==> src/rtl/lsu.sv <==
// rtl/lsu.sv - load/store unit driving a word-addressed dmem port; LSU_MISALIGNED_EN enables
// in-word misaligned and word-crossing (two-beat) accesses, otherwise misaligned requests fault.
module lsu #(
  parameter int WIDTH = 32
) (
  input  logic             clk,
  input  logic             rst_n,
  input  logic             req_valid,
  output logic             req_ready,
  input  logic             req_we,
  input  logic [2:0]       req_funct3,
  input  logic [WIDTH-1:0] req_addr,
  input  logic [WIDTH-1:0] req_wdata,
  output logic             rsp_valid,
  output logic [WIDTH-1:0] rsp_rdata,
  output logic             rsp_misaligned,
  output logic             mem_read,
  output logic             mem_write,
  output logic [WIDTH-3:0] mem_addr,
  output logic [WIDTH-1:0] mem_wdata,
  output logic [3:0]       mem_byteen,
  input  logic [WIDTH-1:0] mem_rdata
);

  typedef enum logic [1:0] {IDLE, BEAT0, BEAT1, RESP} state_t;

  state_t     state;
  logic       we_q;
  logic [2:0] f3_q;
  logic [1:0] off_q;
  logic [1:0] req_off;
  logic [2:0] req_n;

  // {hi,lo} is shifted down by the byte offset, then trimmed and extended to the access size.
  function automatic logic [WIDTH-1:0] extend(input logic [2*WIDTH-1:0] pair,
                                              input logic [1:0] off, input logic [2:0] f3);
    logic [WIDTH-1:0] s;
    s = WIDTH'(pair >> {off, 3'b000});
    case (f3[1:0])
      2'b00:   extend = {{(WIDTH-8){~f3[2] & s[7]}}, s[7:0]};
      2'b01:   extend = {{(WIDTH-16){~f3[2] & s[15]}}, s[15:0]};
      default: extend = s;
    endcase
  endfunction

  assign req_off   = req_addr[1:0];
  assign req_ready = rst_n && (state == IDLE);

  always_comb begin
    case (req_funct3[1:0])
      2'b00:   req_n = 3'd1;
      2'b01:   req_n = 3'd2;
      default: req_n = 3'd4;
    endcase
  end

`ifdef LSU_MISALIGNED_EN
  logic [7:0]         be_mask;
  logic [2*WIDTH-1:0] wdata_sh;
  logic               req_cross;
  logic               cross_q;
  logic [WIDTH-3:0]   addr_hi_q;
  logic [WIDTH-1:0]   wdata_hi_q;
  logic [3:0]         be_hi_q;
  logic [WIDTH-1:0]   lo_q;

  // Upper halves of the mask and shifted data are exactly the second-beat lanes.
  assign be_mask   = ((8'd1 << req_n) - 8'd1) << req_off;
  assign wdata_sh  = {{WIDTH{1'b0}}, req_wdata} << {req_off, 3'b000};
  assign req_cross = ({1'b0, req_off} + req_n) > 3'd4;
`else
  logic [3:0]       be_mask;
  logic [WIDTH-1:0] wdata_sh;
  logic             req_misal;

  assign be_mask   = ((4'd1 << req_n) - 4'd1) << req_off;
  assign wdata_sh  = req_wdata << {req_off, 3'b000};
  assign req_misal = ((req_funct3[1:0] == 2'b01) && req_off[0]) ||
                     (req_funct3[1] && (req_off != 2'b00));
`endif

  always_ff @(posedge clk) begin
    if (!rst_n) begin
      state          <= IDLE;
      we_q           <= 1'b0;
      f3_q           <= 3'd0;
      off_q          <= 2'd0;
      rsp_valid      <= 1'b0;
      rsp_rdata      <= '0;
      rsp_misaligned <= 1'b0;
      mem_read       <= 1'b0;
      mem_write      <= 1'b0;
      mem_addr       <= '0;
      mem_wdata      <= '0;
      mem_byteen     <= 4'd0;
    end else begin
      rsp_valid <= 1'b0;
      case (state)
        IDLE: begin
          if (req_valid) begin
            we_q  <= req_we;
            f3_q  <= req_funct3;
            off_q <= req_off;
`ifdef LSU_MISALIGNED_EN
            state      <= BEAT0;
            mem_read   <= !req_we;
            mem_write  <= req_we;
            mem_addr   <= req_addr[WIDTH-1:2];
            mem_wdata  <= wdata_sh[WIDTH-1:0];
            mem_byteen <= be_mask[3:0];
            cross_q    <= req_cross;
            addr_hi_q  <= req_addr[WIDTH-1:2] + (WIDTH-2)'(1);
            wdata_hi_q <= wdata_sh[2*WIDTH-1:WIDTH];
            be_hi_q    <= be_mask[7:4];
`else
            if (req_misal) begin
              state          <= RESP;
              rsp_valid      <= 1'b1;
              rsp_misaligned <= 1'b1;
              rsp_rdata      <= '0;
            end else begin
              state      <= BEAT0;
              mem_read   <= !req_we;
              mem_write  <= req_we;
              mem_addr   <= req_addr[WIDTH-1:2];
              mem_wdata  <= wdata_sh;
              mem_byteen <= be_mask;
            end
`endif
          end
        end
        BEAT0: begin
`ifdef LSU_MISALIGNED_EN
          if (cross_q) begin
            state      <= BEAT1;
            mem_addr   <= addr_hi_q;
            mem_wdata  <= wdata_hi_q;
            mem_byteen <= be_hi_q;
            lo_q       <= mem_rdata;
          end else
`endif
          begin
            state      <= RESP;
            rsp_valid  <= 1'b1;
            rsp_rdata  <= we_q ? '0 : extend({{WIDTH{1'b0}}, mem_rdata}, off_q, f3_q);
            mem_read   <= 1'b0;
            mem_write  <= 1'b0;
            mem_addr   <= '0;
            mem_wdata  <= '0;
            mem_byteen <= 4'd0;
          end
        end
`ifdef LSU_MISALIGNED_EN
        BEAT1: begin
          state      <= RESP;
          rsp_valid  <= 1'b1;
          rsp_rdata  <= we_q ? '0 : extend({mem_rdata, lo_q}, off_q, f3_q);
          mem_read   <= 1'b0;
          mem_write  <= 1'b0;
          mem_addr   <= '0;
          mem_wdata  <= '0;
          mem_byteen <= 4'd0;
        end
`endif
        RESP: begin
          state          <= IDLE;
          rsp_rdata      <= '0;
          rsp_misaligned <= 1'b0;
        end
        default: state <= IDLE;
      endcase
    end
  end

endmodule

==> config.mk <==
export PLATFORM = sky130hd
export DESIGN_NAME = lsu
export DESIGN_NICKNAME = d
export VERILOG_FILES = /design/src/rtl/lsu.sv
export SDC_FILE = /design/constraint.sdc
export NUM_CORES = 1
export LEC_CHECK = 0
export ABC_AREA = 1
export BUFFER_PORTS_ARGS = -buffer_cell sky130_fd_sc_hd__buf_2
export CAP_MARGIN = 30
export CORE_MARGIN = 2
export CORE_UTILIZATION = 45
export DETAILED_ROUTE_END_ITERATION = 7
export GPL_TIMING_DRIVEN = 0
export PLACE_DENSITY_LB_ADDON = 0.2
export SYNTH_ARGS = -nofsm -noshare
export SYNTH_HDL_FRONTEND = slang
export SYNTH_SLANG_ARGS = --single-unit
==> constraint.sdc <==
create_clock -name clk -period 1.6 [get_ports clk]
set_input_delay 0.08 -clock clk [delete_from_list [all_inputs] [get_ports clk]]
set_output_delay 0.08 -clock clk [all_outputs]
set_load 0.01 [all_outputs]
==> metrics.md <==
| Metric | Value |
|---|---|
| Worst path slowest cell | `dfxtp_4` |
| CTS tree | `built` |
| Peak fanout along the critical path | `10` |
| Routed len/inst | `14.6 um` |
| Sink Count | `110` |
| M2 GR Usage | `0.443` |
| Cell family with most CP delay | `buffers and inverters` |
| GP Congestion | `approximately 0.95` |
| PwrDens | `approximately 1000 mW/mm2` |
| Non-Filler Instances | `between 1000 and 1500` |
| Total CTS buffers | `9` |
| First-pass GRT wire length | `26.6 mm` |
| Design Area, Final | `about 0.0069 mm2` |
| Netlist cell types | `31` |
| # rows | `39` |
| Clk root buf | `clkbuf_16` |
| WS Path Type | `reg -> reg` |
| Fin. max-slew vios | `0` |
| Die area | `0.0123 mm2` |
| Hold Crit Class | `in -> reg` |
| CP Launch Type | `flip-flop` |
| Remaining global-route overflow | `0` |
| Syn Nets | `851` |
| Synth area leader | `dfxtp_1` |
| Fin crit share | `0.928` |
| Area Overhead vs Synth | `35.1%` |
| Clock skew | `between 0.009 and 0.01 ns` |
| Crit-path max cell delay | `about 0.37 ns` |
| Mapped cell area | `about 0.0051 mm2` |
| Pleak | `approximately 3.4 nW` |
| Fin. Hold Viols | `0` |
| Clk buf depth | `2` |
| Largest cells by area after synthesis | `dfxtp_1 (43%), nand2_1 (12%), o21ai_0 (9.3%)` |
| Status | `completed` |
| Met3 Use GR | `0.0541` |
| Core Box Area | `~0.011 mm2` |
| Drt drc | `0` |
| I/O Pins | `between 200 and 250` |
| Rel. slew slack | `0.629` |
| Worst Path Required | `1.88 ns` |
| FMAX | `around 670 MHz` |
| Worst Tran Pin Value | `0.556 ns` |
| Crit path cell chain | `inv_2 > nor2_4 > inv_4 > nor2_8 > inv_2 > buf_4 > a21oi_1 > nand2_1 > a21oi_1` |
| Fin Setup TNS | `0 ns` |
| Count of filler cells inserted in the layout | `1105` |
| Maximum vdd drop | `0.637 mV` |
| Antenna violations before repair | `0` |
| GRT busiest layer | `met2` |
| H-tree depth | `3` |
| Worst Hold Slack | `~0.0062 ns` |
| Clk Latency, worst-skew pair | `0.36 ns` |
| Router iterations before antenna repair | `5` |
| Max-Cap Viols | `0` |
| # port buffers | `around 200` |
| Initial core utilization | `0.456` |
| Crit. End Element | `flip-flop` |
| Post-synth top area share | `0.428` |
| DP Cell Count | `between 1000 and 1500` |
| Post-layout util | `0.616` |
| Vias | `between 5000 and 6000` |
| Vias per cell | `between 5 and 6` |
| Ant diodes | `0` |
| Routed wire length | `about 17 mm` |
| Syn Inst Count | `between 700 and 800` |
| Fin crit period | `approximately 1.5 ns` |
| Final Setup Violations | `0` |
| Initial DRC count | `around 380` |
| Commonest non-fill, non-tap cell in the layout | `buf_2` |
| CP Buf/Inv Count | `4` |
| RSZ-0062 raised after global routing | `true` |
| Worst R2R Setup Slack | `~0.11 ns` |
| Yosys synthesis warning count | `0` |
| Total Routing Usage GR | `0.266` |
| Synth Register Bits | `110` |
| Die height | `111 um` |
| Clock transition at path regs | `around 0.080 ns` |
| ANT nets after route | `0` |
| Global routing usage on met1 | `0.333` |
| CP arrival | `roughly 1.8 ns` |
| Dpl hpwl | `12.1 mm` |
| Largest net degree at the start of global routing | `20` |
| Die W | `approximately 110 um` |
| Nets | `around 1100` |
| Share of cells above drive strength 1 | `0.296` |
| Most frequent cells in the layout | `buf_2 (215), nand2_1 (168), nor2_1 (122)` |
| Syn_area_per_cell | `between 6 and 7 um2` |
| Cell Area, Placed | `between 0.006 and 0.007 mm2` |
| Vias in the first global route | `5569` |
| Seq/Total Area, Yosys | `0.428` |
## through the flow
stage,worst slack [ns],power [mW]
after CTS,0.0342,7.22
final,0.114,7.23
after detailed placement,-0.00832,5.00
after global placement,0.00573,4.98
after floorplan,0.250,4.31
after global routing,-0.0103,7.64
## power breakdown
group / internal (mW) / switching (mW) / total [mW]
combinational: 0.759 / 1.16 / 1.92
sequential: 3.00 / 0.131 / 3.13
clock: 1.09 / 1.09 / 2.18
total: 4.84 / 2.38 / 7.23
## metal layers
metal	routed length, um	up-vias
li1	-	2946
met1	7060	2621
met2	7780	248
met3	1230	48
met4	585	0
met5	0	-
## timing repair
| action | in CTS | in global routing |
|---|---|---|
| gates resized for setup | 1 | 26 |
| hold buffers | 25 | 0 |
| setup buffers | 0 | 2 |
| endpoints found under the hold margin | 25 | 0 |
| pin swaps | 0 | 1 |
| endpoints found under the setup margin | 3 | 75 |
## final timing paths
| path | from | end | cells past startpoint |
|---|---|---|---|
| setup / recovery | state[0] | rsp_rdata[29] | 9 |
| hold / removal | req_addr[15] | mem_addr[13] | 3 |
| setup reg to reg | state[0] | rsp_rdata[29] | 9 |
| hold reg to reg | rsp_rdata[11] | rsp_rdata[11] | 2 |
## flip-flops by register name, indices dropped and copies added, names as in the netlist, 2 cells and up
register    flops
f3_q            3
mem_addr       30
mem_byteen      4
mem_wdata      32
off_q           2
rsp_rdata      32
state           2
## worst register-to-register path, cell delays in order (launching register included)
cell	delay (ns)
dfxtp_4	0.37
inv_2	0.05
nor2_4	0.15
inv_4	0.10
nor2_8	0.16
inv_2	0.09
buf_4	0.17
a21oi_1	0.13
nand2_1	0.08
a21oi_1	0.11
## cell families (layout without fill, tap and decap cells)
family / Yosys count / after routing / synth area share
DFF: 110 / 110 / 0.428
AOI/OAI and AO/OA: 190 / 190 / 0.193
and+or+nand+nor: 365 / 365 / 0.301
adders and majority gates: 1 / 1 / 0.00243
buffers and inverters: 81 / 328 / 0.0749
## cells in the mapped netlist, drive strengths merged
library cell,count
or2,16
a22oi,1
clkbuf,25
o21ai,99
nand4,8
nor2,128
inv,28
o211ai,7
dfxtp,110
o22ai,16
buf,28
nand2,172
nor3,1
ha,1
a211oi,1
nand3,40
a21oi,66
## cell type report
type	count	area [um2]	area share
inverter	28	113	0.0162
multi-input combinational	556	2580	0.371
clock inverter	6	58.8	0.00846
timing repair buffer	231	1290	0.185
clock buffer	10	229	0.0329
sequential	110	2210	0.317
buffer	53	298	0.0429
tap	143	179	0.0257
Power figures use the tool's default switching activity.
